[config.mk]
export PLATFORM = sky130hd
export DESIGN_NAME = phase_sequencer
export DESIGN_NICKNAME = d
export VERILOG_FILES = /design/src/rtl/phase_sequencer.sv
export SDC_FILE = /design/constraint.sdc
export NUM_CORES = 1
export LEC_CHECK = 0
export CORE_MARGIN = 4
export CORE_UTILIZATION = 29
export CTS_BUF_LIST = sky130_fd_sc_hd__clkbuf_2 sky130_fd_sc_hd__clkbuf_4 sky130_fd_sc_hd__clkbuf_8
export CTS_CLUSTER_SIZE = 28
export DETAILED_ROUTE_END_ITERATION = 10
export GPL_ROUTABILITY_DRIVEN = 1
export GPL_TIMING_DRIVEN = 0
export SLEW_MARGIN = 20
export SYNTH_ARGS = -nofsm -noshare
export SYNTH_HDL_FRONTEND = slang
export SYNTH_SLANG_ARGS = --single-unit
[constraint.sdc]
create_clock -name CLK -period 1.42 [get_ports CLK]
set_input_delay 0.142 -clock CLK [delete_from_list [all_inputs] [get_ports CLK]]
set_output_delay 0.142 -clock CLK [all_outputs]
set_load 0.05 [all_outputs]
[src/rtl/phase_sequencer.sv]
// Instruction-cycle phase generator: one-hot FETCH/DECODE/EXECUTE/COMMIT strobes with
// wait-state stretching, an optional second E/C pass, run/step control and a sticky halt.
module phase_sequencer #(
  parameter int COUNT_WIDTH = 16,
  parameter int WAIT_MAX    = 15
) (
  input  logic                   CLK,
  input  logic                   RESET_N,
  input  logic                   RUN,
  input  logic                   STEP,
  input  logic                   HALT_REQ,
  input  logic                   WAIT,
  input  logic                   EXTEND,
  output logic                   FETCH,
  output logic                   DECODE,
  output logic                   EXECUTE,
  output logic                   COMMIT,
  output logic [1:0]             PHASEX,
  output logic                   HALTED,
  output logic                   TIMEOUT,
  output logic [COUNT_WIDTH-1:0] INSTR_COUNT
);

  localparam logic [2:0] S_IDLE = 3'd0;
  localparam logic [2:0] S_F    = 3'd1;
  localparam logic [2:0] S_D    = 3'd2;
  localparam logic [2:0] S_E    = 3'd3;
  localparam logic [2:0] S_C    = 3'd4;
  localparam logic [2:0] S_HALT = 3'd5;

  localparam logic [7:0] WAIT_LIM = 8'(WAIT_MAX);

  logic [2:0] state;
  logic [2:0] state_nxt;
  logic       halt_pend;
  logic       ext_flag;
  logic       pass2;
  logic [7:0] wait_cnt;
  logic       in_instr;
  logic       retire;
  logic       wait_hit;

  always_comb begin
    in_instr  = (state == S_F) || (state == S_D) || (state == S_E) || (state == S_C);
    wait_hit  = (state == S_E) && WAIT && (wait_cnt == WAIT_LIM);
    // A commit only retires when no second pass is still owed.
    retire    = (state == S_C) && !(ext_flag && !pass2);
    state_nxt = state;
    case (state)
      S_IDLE: if (RUN || STEP) state_nxt = S_F;
      S_F:    state_nxt = S_D;
      S_D:    state_nxt = S_E;
      S_E:    if (!WAIT || wait_hit) state_nxt = S_C;
      S_C: begin
        if (!retire)                    state_nxt = S_E;
        else if (halt_pend || HALT_REQ) state_nxt = S_HALT;
        else if (RUN)                   state_nxt = S_F;
        else                            state_nxt = S_IDLE;
      end
      S_HALT: if (!HALT_REQ && (RUN || STEP)) state_nxt = S_F;
      default: state_nxt = S_IDLE;
    endcase
  end

  always_ff @(posedge CLK) begin
    if (!RESET_N) begin
      state       <= S_IDLE;
      FETCH       <= 1'b0;
      DECODE      <= 1'b0;
      EXECUTE     <= 1'b0;
      COMMIT      <= 1'b0;
      PHASEX      <= 2'b00;
      HALTED      <= 1'b0;
      TIMEOUT     <= 1'b0;
      INSTR_COUNT <= '0;
      halt_pend   <= 1'b0;
      ext_flag    <= 1'b0;
      pass2       <= 1'b0;
      wait_cnt    <= 8'd0;
    end else begin
      state   <= state_nxt;
      FETCH   <= (state_nxt == S_F);
      DECODE  <= (state_nxt == S_D);
      EXECUTE <= (state_nxt == S_E);
      COMMIT  <= (state_nxt == S_C);
      HALTED  <= (state_nxt == S_HALT);
      case (state_nxt)
        S_D:     PHASEX <= 2'b01;
        S_E:     PHASEX <= 2'b10;
        S_C:     PHASEX <= 2'b11;
        default: PHASEX <= 2'b00;
      endcase
      TIMEOUT <= wait_hit;

      if (retire) INSTR_COUNT <= INSTR_COUNT + COUNT_WIDTH'(1);

      // Retire clears the latch even if HALT_REQ is still high; that request is consumed here.
      if (retire)                    halt_pend <= 1'b0;
      else if (in_instr && HALT_REQ) halt_pend <= 1'b1;

      if (state == S_D) begin
        ext_flag <= EXTEND;
        pass2    <= 1'b0;
      end else if (state == S_C) begin
        if (retire) ext_flag <= 1'b0;
        else        pass2    <= 1'b1;
      end

      if (state == S_E) begin
        if (WAIT && (wait_cnt < WAIT_LIM)) wait_cnt <= wait_cnt + 8'd1;
        else                               wait_cnt <= 8'd0;
      end
    end
  end

endmodule

# Yosys cells after proc, flatten, opt, wreduce, memory -nomap -nowiden
# Cells that the tools add are included.
dict set report totals {
  in_bits 7
  wordCells 65
  register_bits 38
  out_inout_bits 24
}
dict set report classes {
  n_reduce_logical 24
  magnitude_cmp 1
  mux 12
  n_eq_ne 11
  bitwise_logic 2
  addsub 2
}
# cell count
set op_table {}
lappend op_table {{$pmux W3 S6} 1}
lappend op_table {{$add A16 B1 Y16 const B} 1}
lappend op_table {{$mux W3} 5}
lappend op_table {{$eq A3 B2 Y1 const B} 4}
lappend op_table {{$eq A3 B3 Y1 const B} 4}
lappend op_table {{$add A8 B1 Y8 const B} 1}
lappend op_table {{$eq A8 B4 Y1 const B} 1}
lappend op_table {{$lt A8 B4 Y1 const B} 1}
lappend op_table {{$mux W8} 1}
lappend op_table {{$logic_and A1 B1 Y1} 7}
lappend op_table {{$eq A3 B1 Y1 const B} 2}
lappend op_table {{$logic_or A1 B1 Y1} 6}
lappend op_table {{$pmux W2 S3} 1}
lappend op_table {{$logic_not A1 Y1} 4}
lappend op_table {{$mux W1} 4}
lappend op_table {{$reduce_and A2 Y1} 2}
lappend op_table {{$reduce_bool A2 Y1} 2}
lappend op_table {{$reduce_or A2 Y1} 2}
lappend op_table {{$logic_not A3 Y1} 1}
lappend op_table {{$not A1 Y1} 2}

# Depth between registers and ports, before layout
dict set report logic_depth {
  ltp_word 8
  depth_mapped 6
  depth_no_buf 6
}

# Worst setup path after synthesis
# OpenSTA, ideal clock, no wires.
dict set report synth_path {
  path_type {reg2reg}
  startpoint {register INSTR_COUNT[3]}
  endpoint {register INSTR_COUNT[12]}
  synth_period_minus_slack_ns 1.927
  setup_time_ns 0.115
  path_buffers 0
  arrival_ns 1.812
  stages_incl_launch_ff 6
  required_time_ns 1.305
  slack_ns -0.507
  path_cell_list {dfxtp_1 -> and4_1 -> nand4_2 -> nor4_1 -> xor2_1 -> and2_1}
}
dict set report synth_between {
  elab_chain_len 1
}
# item line
set synth_lines {}
lappend synth_lines {{from (decl)} 21} ;# output logic [COUNT_WIDTH-1:0] INSTR_COUNT
lappend synth_lines {{from (signal assigned)} 95} ;# if (retire) INSTR_COUNT <= INSTR_COUNT + COUNT_WIDTH'(1);
lappend synth_lines {{$add A16 B1 Y16} 95}
# No other way between the ends.
# A chain may end at the register's enable or synchronous reset.

# Final worst setup path
dict set report layout_path {
  startpoint {register wait_cnt[7]}
  endpoint {register PHASEX[1]}
}
dict set report layout_between {
  elab_chain_len 7
  word_cells_on_any_way 9
  cone_classes {eq/ne: 4; mux: 3; reduce/logical: 2}
}
# item line
set layout_lines {}
lappend layout_lines {{from (decl)} 38} ;# logic [7:0] wait_cnt;
lappend layout_lines {{from (signal assigned)} 110} ;# if (WAIT && (wait_cnt < WAIT_LIM)) wait_cnt <= wait_cnt + 8'd1;
lappend layout_lines {{$eq A8 B4 Y1 (*)} 45} ;# wait_hit = (state == S_E) && WAIT && (wait_cnt == WAIT_LIM);
lappend layout_lines {{$logic_and A1 B1 Y1 (*)} 45}
lappend layout_lines {{$logic_or A1 B1 Y1 (*)} 53} ;# S_E: if (!WAIT || wait_hit) state_nxt = S_C;
lappend layout_lines {{$mux W3 (*)} 53}
lappend layout_lines {{$pmux W3 S6 (*)} 49} ;# case (state)
lappend layout_lines {{$eq A3 B3 Y1 or $eq A3 B2 Y1 (tied branches)} 87} ;# case (state_nxt)
lappend layout_lines {{$pmux W2 S3 (*)} 87}
lappend layout_lines {{to (signal assigned)} 88} ;# S_D: PHASEX <= 2'b01;
lappend layout_lines {{to (signal assigned)} 89} ;# S_E: PHASEX <= 2'b10;
lappend layout_lines {{to (signal assigned)} 90} ;# S_C: PHASEX <= 2'b11;
lappend layout_lines {{to (decl)} 18} ;# output logic [1:0] PHASEX,
# Mark *: on every way between the ends. The rest lies on a longest branch, timed or not.

==> impl_results.md <==
* Die area at 0.00727 mm^2
* EDFF count, synth at 0
* Setup TNS at -2.31 ns
* Die Ht at 85.2 um
* Final WL at 3920 um
* Post-DR vias/cell at 4.80
* Antenna Diode Count at 0
* Switching power at 598 uW
* Hold Path Class: input port to flop
* Post-route minimum period at 1.63 ns
* Initial Utilization at 0.307
* WL per Instance at 12.7 um
* PwrDens at 908 mW/mm^2
* Largest net degree at the start of global routing at 12
* Net Sw Frac at 0.269
* Clock power frac at 0.347
* Async SR Flop Fraction at 0
* Row count at 27
* Post-route setup slack at -0.207 ns
* Clk sink count at 38
* Share of cells above drive strength 1 at 0.287
* Fmax at 0.615 GHz
* CTS tree: built
* Final count of hold timing violations at 0
* Clk Latency, worst-skew pair at 0.28 ns
* CTS root buffer: clkbuf_8
* Worst setup EP type: flop
* First-pass GRT wire length at 6600 um
* Period utilization at 1.15
* Clock-pin transition on the worst setup and hold timing paths at 0.07 ns
* Synthesized net count at 195
* Yosys warnings at 0
* Final Net Count at 245
* Worst vdd ir at 0.496 mV
* Worst slew pin tran at 0.496 ns
* Fin. max-slew vios at 0
* Lkg Pwr at 1.02 nW
* Pint at 1.63 mW
* Commonest non-fill, non-tap cell in the layout: dlygate4sd2_1
* Worst-path maximum fanout at 4
* Synth unique cells at 46
* Main synth FF type: dfxtp_1
* Dpl hpwl at 2610 um
* Bufs on Longest Clock Path at 2
* Multi-input combinational cell area at 0.00101 mm^2
* Antenna viol nets, final at 0
* Placement Setup Slack at -0.566 ns
* Mapped Avg Cell Area at 9.30 um^2
* GR Overflow Total at 0
* Cells after Synth at 186
* Inst Count DP at 287
* Setup Crit Path Kind: flop to flop
* Max-cap violation count at 0
* Worst EP required at 1.59 ns
* Most frequent cells in the layout: 23 x dlygate4sd2_1, 19 x dfxtp_1, 16 x nor2_1
* WHS Path Cells at 2
* DRT Pass-1 Iters at 4
* Mapped Area at 0.00173 mm^2
* Reg2reg path depth at 4
* Total CTS buffers at 5
* Sequential share of power at 0.502
* Clock Skews at 0.00280 ns
* PortBufs at 29
* Final cell count without fillers at 309
* Sequential fraction of the synthesis area at 0.440
* GPL Wtd Cong at 0.757
* Slew headroom at 0.671
* Register area at 802 um^2
* Synthesized flop and latch total at 38
* Comb pwr share at 0.151
* Status: finished, violations left
* # setup viols final at 25
* DIE WIDTH at 85.2 um
* Detailed-route via count at 1,482
* I/O pin count at 31
* Vias in the first global route at 1,441
* Detailed Route Iter0 Violations at 54
* Tot GR Track Use at 0.112
* Fill cells at 566
* H-tree Lvls at 2
* Layout area overhead at 41.5%
* Violated checks: setup timing
* Core ar. at 0.00564 mm^2
* RSZ-0062 raised after global routing: true
* Setup crit start kind: flop
* DR DRC count at 0
* Worst path arrival time at 1.80 ns
* Initial antenna violation count at 0
* CTS Hold Bufs at 0
[cells by family (layout without fill, tap and decap cells)]
| kind of cell | Yosys count | in the layout | share of synthesized area |
|---|---|---|---|
| adders and majority gates | 2 | 2 | 0.0145 |
| and+or+nand+nor | 85 | 86 | 0.306 |
| DFF | 38 | 38 | 0.440 |
| xor gates and xnor gates | 13 | 13 | 0.0658 |
| buffers and inverters | 14 | 64 | 0.0347 |
| AOI/OAI and AO/OA | 34 | 34 | 0.140 |
[worst max-delay path, stage by stage (launching register included)]
cell and delay, ns:
dfxtp_2 0.32, or4b_4 0.57, o311ai_4 0.33, o21ai_1 0.14, o2bb2ai_1 0.15
[Yosys cell counts (2+ instances only)]
library cell / instances / share of area
dfxtp_1: 38 / 0.44
nor2_1: 18 / 0.039
nand2_1: 12 / 0.026
and2_1: 11 / 0.040
nand3_1: 10 / 0.029
o21ai_0: 10 / 0.029
inv_1: 8 / 0.017
a21boi_0: 7 / 0.030
or3_1: 7 / 0.025
xnor2_1: 7 / 0.035
xor2_1: 6 / 0.030
a21boi_1: 3 / 0.013
a21oi_1: 3 / 0.0087
and3_1: 3 / 0.011
nor3_1: 3 / 0.0087
buf_2: 2 / 0.0058
clkbuf_1: 2 / 0.0043
ha_1: 2 / 0.014
nand2b_1: 2 / 0.0072
nand4_1: 2 / 0.0072
nor3b_1: 2 / 0.0087
nor4_2: 2 / 0.014
o21ai_1: 2 / 0.0058
o2bb2ai_1: 2 / 0.010
[cell type report]
type	count	area share
multi-input combinational	135	0.414
sequential	38	0.328
timing repair buffer	43	0.156
clock buffer	7	0.0368
tap	72	0.0368
buffer	5	0.0143
inverter	8	0.0123
clock inverter	1	0.00204
[path summary, 6_finish.rpt]
path / start / end / slack (ns)
min reg2reg: wait_cnt[4] / wait_cnt[4] / 0.43
max reg2reg: wait_cnt[7] / PHASEX[1] / -0.21
min: RESET_N / INSTR_COUNT[5] / 0.25
max: wait_cnt[7] / PHASEX[1] / -0.21
[flip-flops by register name (all words and copies together) (netlist names), 2 cells and up]
name         flops
state            3
INSTR_COUNT     16
PHASEX           2
wait_cnt         8
[power by group through the flow]
stage / combinational, mW / sequential, mW / clock, mW
4_1_cts: 0.325 / 1.12 / 0.804
3_5_place_dp: 0.311 / 1.14 / 0
6_report: 0.336 / 1.12 / 0.772
2_1_floorplan: 0.158 / 1.20 / 0
3_3_place_gp: 0.308 / 1.14 / 0
5_1_grt: 0.369 / 1.12 / 0.857
[metal layers]
metal,up-vias,GRT usage,share of wire
met1,692,0.136,0.44
li1,756,-,-
met4,0,0.0388,0.0071
met3,3,0.0301,0.052
met5,-,0,0
met2,31,0.189,0.50
[through the flow]
step / instance area [um^2] / util / hold slack (ns) / total power [mW]
final: 2450 / 0.434 / 0.246 / 2.22
after global routing: 2450 / 0.434 / 0.246 / 2.35
after CTS: 2360 / 0.419 / 0.242 / 2.25
after detailed placement: 2160 / 0.384 / 0.435 / 1.45
after global placement: 2160 / 0.384 / 0.437 / 1.45
after floorplan: 1780 / - / 0.295 / 1.36
[repair_timing]
action	CTS	global route
cloned	1	0
buffers inserted	7	9
setup endpoints to repair	54	30
gates resized for setup	42	16
pin swaps	7	11
Note: power is estimated with default switching activity, not from simulation.
